### config.mk
export PLATFORM = sky130hd
export DESIGN_NAME = alu_arbiter_flat
export DESIGN_NICKNAME = d
export VERILOG_FILES = /design/src/rtl/alu_arbiter_pkg.sv /design/src/rtl/alu_arbiter_if.sv /design/src/rtl/alu_arbiter_rr_arbiter.sv /design/src/rtl/alu_arbiter.sv /design/src/flat_wrapper.sv
export SDC_FILE = /design/constraint.sdc
export NUM_CORES = 1
export LEC_CHECK = 0
export ABC_AREA = 0
export BUFFER_PORTS_ARGS = -buffer_cell sky130_fd_sc_hd__buf_2
export CAP_MARGIN = 30
export CORE_AREA = 3 3 177 179
export CTS_BUF_LIST = sky130_fd_sc_hd__clkbuf_4
export CTS_CLUSTER_DIAMETER = 100
export DETAILED_ROUTE_END_ITERATION = 8
export DIE_AREA = 0 0 180 182
export PLACE_DENSITY = 0.48
export REMOVE_ABC_BUFFERS = 1
export SYNTH_ARGS = -nofsm -noshare
export SYNTH_HDL_FRONTEND = slang
export SYNTH_SLANG_ARGS = --single-unit
### constraint.sdc
create_clock -name clk -period 6.1 [get_ports clk]
set_clock_uncertainty 0.15 [all_clocks]
set_input_delay 0.305 -clock clk [delete_from_list [all_inputs] [get_ports clk]]
set_output_delay 0.305 -clock clk [all_outputs]
set_load 0.03 [all_outputs]
### src/rtl/alu_arbiter_pkg.sv
// rtl/alu_arbiter_pkg.sv - shared ALU function codes, datapath widths and arbiter FSM states
package alu_arbiter_pkg;

    localparam int DATA_W  = 32;
    localparam int SHAMT_W = 5;
    localparam int FUNCT_W = 6;

    localparam logic [FUNCT_W-1:0] FN_SLL = 6'h00;
    localparam logic [FUNCT_W-1:0] FN_SRL = 6'h02;
    localparam logic [FUNCT_W-1:0] FN_ADD = 6'h20;
    localparam logic [FUNCT_W-1:0] FN_SUB = 6'h22;

    typedef enum logic [1:0] {
        ST_IDLE  = 2'd0,
        ST_RUN   = 2'd1,
        ST_DRAIN = 2'd2,
        ST_DONE  = 2'd3
    } state_e;

endpackage

### src/rtl/alu_arbiter_if.sv
// rtl/alu_arbiter_if.sv - requester-side request/response bundle of the ALU arbiter
// master: requester side (drives req_valid and operand fields, sinks grants and responses)
// slave : arbiter side (drives req_ready and rsp_valid/rsp_data/rsp_id)
interface alu_arbiter_if
    import alu_arbiter_pkg::*;
#(
    parameter int NREQ = 4,
    parameter int IDW  = 2
);
    logic [NREQ-1:0]         req_valid;
    logic [NREQ-1:0]         req_ready;
    logic [NREQ*DATA_W-1:0]  req_a;
    logic [NREQ*DATA_W-1:0]  req_b;
    logic [NREQ*SHAMT_W-1:0] req_shamt;
    logic [NREQ*FUNCT_W-1:0] req_funct;
    logic [NREQ-1:0]         rsp_valid;
    logic [DATA_W-1:0]       rsp_data;
    logic [IDW-1:0]          rsp_id;

    modport master (
        output req_valid, req_a, req_b, req_shamt, req_funct,
        input  req_ready, rsp_valid, rsp_data, rsp_id
    );

    modport slave (
        input  req_valid, req_a, req_b, req_shamt, req_funct,
        output req_ready, rsp_valid, rsp_data, rsp_id
    );
endinterface

### src/rtl/alu_arbiter_rr_arbiter.sv
// rtl/alu_arbiter_rr_arbiter.sv - combinational round-robin pick: first request at or after ptr
// req_i   : request vector
// ptr_i   : highest-priority requester this cycle
// grant_o : one-hot grant (zero when nothing requests)
// id_o    : binary index of the granted requester
// valid_o : a grant was made
module rr_arbiter #(
    parameter int NREQ = 4,
    parameter int IDW  = 2
) (
    input  logic [NREQ-1:0] req_i,
    input  logic [IDW-1:0]  ptr_i,
    output logic [NREQ-1:0] grant_o,
    output logic [IDW-1:0]  id_o,
    output logic            valid_o
);
    always_comb begin : pick
        int             idx;
        logic [IDW-1:0] sel;
        idx     = 0;
        sel     = '0;
        grant_o = '0;
        id_o    = '0;
        valid_o = 1'b0;
        // Scan NREQ positions starting at ptr, wrapping modulo NREQ; first hit wins.
        for (int k = 0; k < NREQ; k++) begin
            idx = (int'(ptr_i) + k) % NREQ;
            sel = idx[IDW-1:0];
            if (!valid_o && req_i[sel]) begin
                valid_o      = 1'b1;
                grant_o[sel] = 1'b1;
                id_o         = sel;
            end
        end
    end
endmodule

### src/rtl/alu_arbiter.sv
// rtl/alu_arbiter.sv - round-robin sharing of one pipelined ALU among NREQ tagged requesters
// clk, rst_n          : clock, asynchronous active-low reset
// bus (slave)         : per-requester valid/ready and operand fields, tagged one-hot response
// drain / drain_done  : stop issuing and empty the pipeline / one-cycle pulse once empty
// busy                : any operation in flight
// alu_a/b/shamt/funct : registered operands to the external ALU
// alu_out             : ALU result, ALU_LAT cycles after alu_* change
module alu_arbiter
    import alu_arbiter_pkg::*;
#(
    parameter int NREQ    = 4,
    parameter int IDW     = 2,
    parameter int ALU_LAT = 1
) (
    input  logic               clk,
    input  logic               rst_n,
    alu_arbiter_if.slave       bus,
    input  logic               drain,
    output logic               drain_done,
    output logic               busy,
    output logic [DATA_W-1:0]  alu_a,
    output logic [DATA_W-1:0]  alu_b,
    output logic [SHAMT_W-1:0] alu_shamt,
    output logic [FUNCT_W-1:0] alu_funct,
    input  logic [DATA_W-1:0]  alu_out
);
    state_e               state_q;
    logic [IDW-1:0]       ptr_q;
    logic                 drain_done_q;
    logic [DATA_W-1:0]    alu_a_q;
    logic [DATA_W-1:0]    alu_b_q;
    logic [SHAMT_W-1:0]   alu_shamt_q;
    logic [FUNCT_W-1:0]   alu_funct_q;

    // In-flight tracker: stage k holds ops issued k+1 cycles ago; the last stage lines up with alu_out.
    logic [ALU_LAT:0]           fl_v_q;
    logic [ALU_LAT:0][IDW-1:0]  fl_id_q;

    logic [NREQ-1:0]      grant;
    logic [IDW-1:0]       grant_id;
    logic                 grant_vld;
    logic                 issue_en;
    logic                 hs;
    logic [IDW-1:0]       ptr_d;
    logic [DATA_W-1:0]    sel_a;
    logic [DATA_W-1:0]    sel_b;
    logic [SHAMT_W-1:0]   sel_shamt;
    logic [FUNCT_W-1:0]   sel_funct;
    logic                 last_v;
    logic [IDW-1:0]       last_id;

    rr_arbiter #(
        .NREQ (NREQ),
        .IDW  (IDW)
    ) u_rr (
        .req_i   (bus.req_valid),
        .ptr_i   (ptr_q),
        .grant_o (grant),
        .id_o    (grant_id),
        .valid_o (grant_vld)
    );

    // Gating on rst_n keeps req_ready low while reset is held, even with requests pending.
    // A drain request blocks the grant in the very cycle it arrives.
    assign issue_en      = rst_n && !drain && (state_q == ST_IDLE || state_q == ST_RUN);
    assign bus.req_ready = issue_en ? grant : '0;
    assign hs            = issue_en && grant_vld;
    assign ptr_d         = (grant_id == IDW'(NREQ - 1)) ? '0 : grant_id + 1'b1;

    always_comb begin
        sel_a     = '0;
        sel_b     = '0;
        sel_shamt = '0;
        sel_funct = '0;
        for (int i = 0; i < NREQ; i++) begin
            if (grant_id == IDW'(i)) begin
                sel_a     = bus.req_a[i*DATA_W +: DATA_W];
                sel_b     = bus.req_b[i*DATA_W +: DATA_W];
                sel_shamt = bus.req_shamt[i*SHAMT_W +: SHAMT_W];
                sel_funct = bus.req_funct[i*FUNCT_W +: FUNCT_W];
            end
        end
    end

    assign last_v  = fl_v_q[ALU_LAT];
    assign last_id = fl_id_q[ALU_LAT];

    always_comb begin
        bus.rsp_valid = '0;
        if (last_v) begin
            bus.rsp_valid[last_id] = 1'b1;
        end
    end

    assign bus.rsp_data = last_v ? alu_out : '0;
    assign bus.rsp_id   = last_v ? last_id : '0;

    assign busy       = |fl_v_q;
    assign drain_done = drain_done_q;
    assign alu_a      = alu_a_q;
    assign alu_b      = alu_b_q;
    assign alu_shamt  = alu_shamt_q;
    assign alu_funct  = alu_funct_q;

    always_ff @(posedge clk or negedge rst_n) begin
        if (!rst_n) begin
            state_q      <= ST_IDLE;
            ptr_q        <= '0;
            drain_done_q <= 1'b0;
            alu_a_q      <= '0;
            alu_b_q      <= '0;
            alu_shamt_q  <= '0;
            alu_funct_q  <= '0;
            fl_v_q       <= '0;
            fl_id_q      <= '0;
        end else begin
            fl_v_q  <= {fl_v_q[ALU_LAT-1:0], hs};
            fl_id_q <= {fl_id_q[ALU_LAT-1:0], grant_id};

            if (hs) begin
                alu_a_q     <= sel_a;
                alu_b_q     <= sel_b;
                alu_shamt_q <= sel_shamt;
                alu_funct_q <= sel_funct;
                ptr_q       <= ptr_d;
            end

            drain_done_q <= 1'b0;
            case (state_q)
                ST_IDLE: begin
                    if (drain) begin
                        state_q <= ST_DRAIN;
                    end else if (|bus.req_valid) begin
                        state_q <= ST_RUN;
                    end
                end
                ST_RUN: begin
                    if (drain) begin
                        state_q <= ST_DRAIN;
                    end else if (!(|bus.req_valid) && !busy) begin
                        state_q <= ST_IDLE;
                    end
                end
                ST_DRAIN: begin
                    if (!busy) begin
                        state_q      <= ST_DONE;
                        drain_done_q <= 1'b1;
                    end
                end
                ST_DONE: begin
                    if (!drain) begin
                        state_q <= ST_IDLE;
                    end
                end
                default: state_q <= ST_IDLE;
            endcase
        end
    end
endmodule

### src/flat_wrapper.sv
// flat-port wrapper written by rule: the top's interface ports become plain ports
module alu_arbiter_flat import alu_arbiter_pkg::*;
#(
    parameter int NREQ    = 4,
    parameter int IDW     = 2,
    parameter int ALU_LAT = 1
)
  (clk, rst_n, drain, drain_done, busy, alu_a, alu_b, alu_shamt, alu_funct, alu_out, bus_req_valid, bus_req_a, bus_req_b, bus_req_shamt, bus_req_funct, bus_req_ready, bus_rsp_valid, bus_rsp_data, bus_rsp_id);
  alu_arbiter_if #(.NREQ(NREQ), .IDW(IDW)) bus_i ();
  input  logic clk;
  input  logic rst_n;
  input  logic drain;
  output logic drain_done;
  output logic busy;
  output logic [DATA_W-1:0] alu_a;
  output logic [DATA_W-1:0] alu_b;
  output logic [SHAMT_W-1:0] alu_shamt;
  output logic [FUNCT_W-1:0] alu_funct;
  input  logic [DATA_W-1:0] alu_out;
  input wire logic [$bits(bus_i.req_valid)-1:0] bus_req_valid;
  input wire logic [$bits(bus_i.req_a)-1:0] bus_req_a;
  input wire logic [$bits(bus_i.req_b)-1:0] bus_req_b;
  input wire logic [$bits(bus_i.req_shamt)-1:0] bus_req_shamt;
  input wire logic [$bits(bus_i.req_funct)-1:0] bus_req_funct;
  output wire logic [$bits(bus_i.req_ready)-1:0] bus_req_ready;
  output wire logic [$bits(bus_i.rsp_valid)-1:0] bus_rsp_valid;
  output wire logic [$bits(bus_i.rsp_data)-1:0] bus_rsp_data;
  output wire logic [$bits(bus_i.rsp_id)-1:0] bus_rsp_id;
  assign bus_i.req_valid = bus_req_valid;
  assign bus_i.req_a = bus_req_a;
  assign bus_i.req_b = bus_req_b;
  assign bus_i.req_shamt = bus_req_shamt;
  assign bus_i.req_funct = bus_req_funct;
  assign bus_req_ready = bus_i.req_ready;
  assign bus_rsp_valid = bus_i.rsp_valid;
  assign bus_rsp_data = bus_i.rsp_data;
  assign bus_rsp_id = bus_i.rsp_id;
  alu_arbiter #(.NREQ(NREQ), .IDW(IDW), .ALU_LAT(ALU_LAT)) u_core (.clk(clk), .rst_n(rst_n), .bus(bus_i), .drain(drain), .drain_done(drain_done), .busy(busy), .alu_a(alu_a), .alu_b(alu_b), .alu_shamt(alu_shamt), .alu_funct(alu_funct), .alu_out(alu_out));
endmodule
Word level (Yosys, flattened, before mapping)
Index checks and enable logic that the tools add are counted.
{"block": "word_totals", "register_bits": 86, "in_bits": 339, "output_inout_bits": 119}
{"block": "op_classes", "n_addsub": 4, "n_lt_le_gt_ge": 10, "eq_ne": 10, "n_mux": 60, "n_bitwise": 3, "n_reduce_logical": 24}
{"op": "$mux 32", "n": 9}
{"op": "$mux 2", "n": 12}
{"op": "$mux 4", "n": 6}
{"op": "$mux 6", "n": 4}
{"op": "$mux 5", "n": 4}
{"op": "$lt 2x3->1 const B", "n": 5}
{"op": "$mux 1", "n": 15}
{"op": "$logic_and 1x1->1", "n": 12}
{"op": "$or 4x4->4", "n": 3}
{"op": "$demux 1 s2", "n": 5}
{"op": "$ge 2x1->1 const B", "n": 5}
{"op": "$bmux 1 s2", "n": 4}
{"op": "$eq 2x2->1 const B", "n": 4}
{"op": "$pmux 2 s4", "n": 1}
{"op": "$logic_not 1->1", "n": 6}
{"op": "$ne 3x3->1 const B", "n": 2}
{"op": "$add 2x1->2 const B", "n": 2}
{"op": "$add 2x2->2 const B", "n": 2}
{"op": "$eq 2x1->1 const B", "n": 2}
{"op": "$logic_not 2->1", "n": 2}
{"op": "$ne 2x2->1 const B", "n": 2}
{"op": "$reduce_and 4->1", "n": 1}
{"op": "$reduce_or 4->1", "n": 1}
{"op": "$reduce_or 2->1", "n": 1}
{"op": "$logic_or 1x1->1", "n": 1}

Logic depth before layout (Yosys ltp)
{"block": "depth", "depth_word": 17, "mapped_depth": 14}

By module
Synthesis repeated with hierarchy kept, for this count alone.
{"block": "hier_totals", "hier_cells": 796, "area_unflattened_um2": 6986.7}
{"module": "alu_arbiter", "instances": 1, "cells_each": 751, "area_per_inst_um2": 6567.5}
{"module": "rr_arbiter", "instances": 1, "cells_each": 45, "area_per_inst_um2": 419.2}

Least setup slack after synthesis
OpenSTA, ideal clock, no wires.
{"block": "synth_timing", "kind": "reg2reg", "start": "reg u_core.ptr_q[0]", "end": "reg u_core.alu_a_q[10] (netlist: u_core.alu_a[10])", "arrival_time_ns": 3.612, "required_ns": 5.867, "slack_ns": 2.256, "path_stages_with_launch": 15, "n_path_buf": 3, "period_less_slack_ns": 3.844, "path_cell_list": "dfrtp_1 -> buf_2 -> inv_1 -> ha_1 -> mux4_2 -> nor2b_1 -> o211ai_1 -> nand2_1 -> ha_1 -> nor2b_1 -> clkbuf_1 -> buf_1 -> a221oi_1 -> o31a_1 -> o21ai_0"}
{"block": "synth_via", "elab_chain_len": 17, "elab_cells_between_ends": 34, "cone_classes": "add/sub: 3; eq/ne: 3; mux: 20; reduce/logical: 8"}
{"element": "start: declaration", "line": "alu_arbiter.sv:28", "text": "logic [IDW-1:0] ptr_q;"}
{"element": "start signal: assignment", "line": "alu_arbiter.sv:125", "text": "ptr_q <= ptr_d;"}
{"element": "branches (longest 11 deep; another with $add 2x1->2)"}
{"element": "$mux 2 (*)", "line": "alu_arbiter_rr_arbiter.sv:29", "text": "if (!valid_o && req_i[sel]) begin"}
{"element": "named net u_core.grant_id[0]", "line": "alu_arbiter.sv:40", "text": "logic [IDW-1:0] grant_id;"}
{"element": "$logic_not 2->1", "line": "alu_arbiter.sv:76", "text": "if (grant_id == IDW'(i)) begin"}
{"element": "$mux 32 (3 in a row)", "line": "alu_arbiter.sv:76"}
{"element": "$mux 32 (*)", "line": "alu_arbiter.sv:76"}
{"element": "end signal: assignment", "line": "alu_arbiter.sv:121", "text": "alu_a_q <= sel_a;"}
{"element": "end: declaration", "line": "alu_arbiter.sv:30", "text": "logic [DATA_W-1:0] alu_a_q;"}
Mark *: on every way through the listed nets, which the timed path passes. The select of a mux whose other input is x is not followed.
A chain may end at the register's enable or synchronous reset.

Worst setup path after layout
{"block": "layout_timing", "start": "reg u_core.ptr_q[0]", "end": "reg u_core.alu_b_q[8] (netlist: u_core.alu_b[8])"}
{"block": "layout_via", "elab_chain_len": 17, "elab_cells_between_ends": 34, "cone_classes": "add/sub: 3; eq/ne: 3; mux: 20; reduce/logical: 8"}
{"element": "branches (longest 17 deep; another with $add 2x1->2)"}
{"element": "end signal: assignment", "line": "alu_arbiter.sv:122", "text": "alu_b_q <= sel_b;"}
{"element": "end: declaration", "line": "alu_arbiter.sv:31", "text": "logic [DATA_W-1:0] alu_b_q;"}
Parallel ways; which one is timed is not known. The select of a mux whose other input is x is not followed.

==> results by group <==
Outcome
  – Run status: complete, no violations

Logic synthesis
  – Post-synth EDFFs: 0
  – Count of cell types in the netlist: 39
  – Count leader, synth: nand2_1
  – Mapped cell area: roughly 6000 sq um
  – Synth cell count leaders: 161 x nand2_1, 86 x dfrtp_1, 80 x nor2_1
  – Syn. warnings: 0
  – Post-synth ARST share: 100%
  – Top post-synthesis cells by area: dfrtp_1 37%, a221oi_1 11%, o31a_1 11%
  – Gate Count Post-Synth: slightly above 700
  – Main synth FF type: dfrtp_1
  – Yosys top cell area share: approximately 37%
  – Synthesized area per cell: slightly above 8 sq um
  – Seq cells post-synth: 86
  – Cell taking the most area after synthesis: dfrtp_1
  – Seq/Total Area, Yosys: between 30% and 40%

Timing
  – Final hold violations: 0
  – Final Max Slew Viols: 0
  – Unrepaired setup endpoints after global routing: false
  – Worst rel slew slack: 31.6%
  – Setup TNS: 0 ns
  – Period Utilization, post-route: between 80% and 90%
  – Worst Tran Pin Value: between 1 and 1.5 ns
  – Setup Viol. Count Final: 0
  – Fmax: roughly 0.19 GHz
  – Post-layout minimum cycle time: ~5.3 ns

Power
  – Seq pwr share: about a fifth
  – Clock Power Share: 5.8%
  – Comb power frac: 75.0%
  – Sw Pwr: between 2 and 3 mW
  – Net Sw Frac: between 50% and 60%
  – P_int: ~2.5 mW
  – Max VDD drop: about 0.00038 V
  – Lkg Pwr: between 4 and 5 nW
  – Pwr dens: about 600 nW/um^2

Placed design
  – DP Wirelength: 20100 um
  – Cells after DPL: between 1500 and 2000
  – RD Place Congestion: between 0.8 and 0.9
  – PortBufs: 457

Layout
  – Share of post-route cells with drive strength above 1: a little over two fifths
  – Fin nets: between 1500 and 2000
  – Fin cells: roughly 1600
  – Fill cell count: between 3000 and 4000
  – Final core utilization: a little under a third
  – Area Overhead vs Synth: 53.1%

Worst setup path
  – Kind of critical path: flop to flop
  – Most frequent CP cell: ha_1
  – Cell Chain, Critical Path: inv_1 -> ha_1 -> mux4_2 -> nor2b_1 -> o211ai_1 -> and2_1 -> ha_1 -> nor2b_4 -> buf_12 -> a221oi_1 -> o31a_1 -> dlygate4sd3_1 -> o21ai_0
  – Worst Path Arrival: 5.52 ns
  – Critical path launch point type: flop
  – Data required time of the worst path: about 6.4 ns
  – Critical path's slowest cell: nor2b_4
  – Crit Path Max Fanout: 39
  – CP Capture Type: flop
  – Slowest stage delay, CP: approximately 0.82 ns

Die
  – Die ar.: roughly 33000 sq um
  – DIE WIDTH: roughly 180 um
  – Die H: roughly 180 um
  – Core ar.: ~30000 sq um
  – Initial core utilization: 19.8%
  – Rows: 63
  – Num ports: 458

Worst hold path
  – Worst Hold Class: input port to flop

Clocking
  – CTS buffer count: 9
  – Clk_lat worst skew: about 0.45 ns
  – # hold bufs at CTS: 40
  – CTS tree: yes
  – PostCTS Resize Cnt: 0
  – Clk pin slew, worst setup/hold paths: ~0.19 ns
  – CTS H-Tree Depth: 3
  – CTS max path bufs: 2
  – Root buffer cell: clkbuf_4
  – Post-CTS setup buffers: 0
  – CTS sink cnt: 86

Detailed routing
  – Wirelength per Cell: between 15 and 20 um
  – DR vias/cell: approximately 4.6
  – Routed Wire Length: between 20000 and 30000 um
  – Final ANT Viol Nets: 0
  – DRT iter0 DRCs: about 270
  – DRC: 0
  – Drt first pass iters: 4
  – DR vias: just over 7000

Global routing
  – First-pass GRT wire length: ~40000 um
  – Number of global-route vias before repair: approximately 7000
  – Largest net degree at the start of global routing: 82
  – GRT overflow: 0
  – Total GRT Usage: between 15 and 20%
  – Initial antenna violation count: 3

Run
  – Max_cap viols: 0
[layout by cell type, fill, tap and decap left out, types with 3 or more instances in the layout]
cell type and count:
buf_2 456, nand2_1 161, dfrtp_1 86, nor2_1 80, a221oi_1 74, o31a_1 74, o21ai_0 72, dlygate4sd3_1 40
and2_1 35, clkbuf_4 9, ha_1 8, o21ai_1 6, buf_4 6, nand3b_1 5, a21oi_1 5, mux4_2 4
nor2b_1 4, a21o_1 4, a22oi_1 4, inv_1 3, clkinv_2 3, buf_12 3
[cells by family (layout without fill, tap and decap cells)]
family	Yosys count	after routing	share of synthesized area, %
muxes	8	8	2.26
buffers and inverters	78	525	5.56
AOI/OAI and AO/OA	249	249	31.9
other	0	2	0
adders and majority gates	11	11	2.34
and+or+nand+nor	294	294	21.3
DFF	86	86	36.6
[critical path: cells and delay by family (launching register included)]
kind / cells / cell delay, ns
flops: 1 / 0.72
fa+ha+maj: 2 / 0.63
compound gates: 4 / 0.77
mux: 1 / 0.59
simple gates: 3 / 1.22
buf+inv: 3 / 1.12
[stage by stage]
stage	total power [mW]	hold slack [ns]	area, sq um	setup slack, ns
floorplan	3.81	-0.141	5560	-0.556
global placement	5.09	0.184	8470	1.43
detailed placement	5.09	0.187	8470	1.34
CTS	5.49	0.000335	8990	0.838
global route	5.88	0.00268	8990	0.412
finish	5.41	0.0556	8990	0.842
[final timing paths]
kind	cells past startpoint	endpoint	from	slack, ns
worst min-delay path	4	u_core.alu_a[18]	bus_req_a[82]	0.06
worst max-delay path	13	u_core.alu_b[8]	u_core.ptr_q[0]	0.84
worst max register to register	13	u_core.alu_b[8]	u_core.ptr_q[0]	0.84
min in group asynchronous	2	u_core.alu_b[25]	rst_n	0.24
max in group asynchronous	3	u_core.alu_b[30]	rst_n	4.49
worst min register to register	0	u_core.last_id[0]	u_core.fl_id_q[0]	0.21
[final cells by class]
class	instances	area (sq um)	share of cell area, %
multi-input combinational	562	3430	38.1
timing repair buffer	505	2790	31.0
sequential	86	2150	23.9
tap	390	488	5.43
clock buffer	9	67.6	0.751
clock inverter	7	47.5	0.529
inverter	4	15.0	0.167
antenna	2	5.00	0.0557
[power by group through the flow]
stage	registers [mW]	clock network, mW	logic, mW
2_1_floorplan	1.55	0	2.26
3_3_place_gp	1.05	0	4.04
3_5_place_dp	1.06	0	4.03
4_1_cts	1.05	0.343	4.10
5_1_grt	1.09	0.359	4.44
6_report	1.04	0.313	4.06
[per-layer routing]
metal | vias to the layer above | global-route usage [%] | routed length [um]
met1 | 3376 | 19.5 | 11400
met5 | - | 0 | 9
met4 | 2 | 3.96 | 404
met3 | 25 | 4.23 | 1970
met2 | 287 | 25.7 | 13300
li1 | 3520 | - | -
[sequential cells by signal (all words and copies together), names as in the netlist, 5 cells and up]
| register | flops |
|---|---|
| u_core.alu_funct | 6 |
| u_core.alu_shamt | 5 |
| u_core.alu_a | 32 |
| u_core.alu_b | 32 |
No activity file was read; power rests on OpenSTA's default activity.
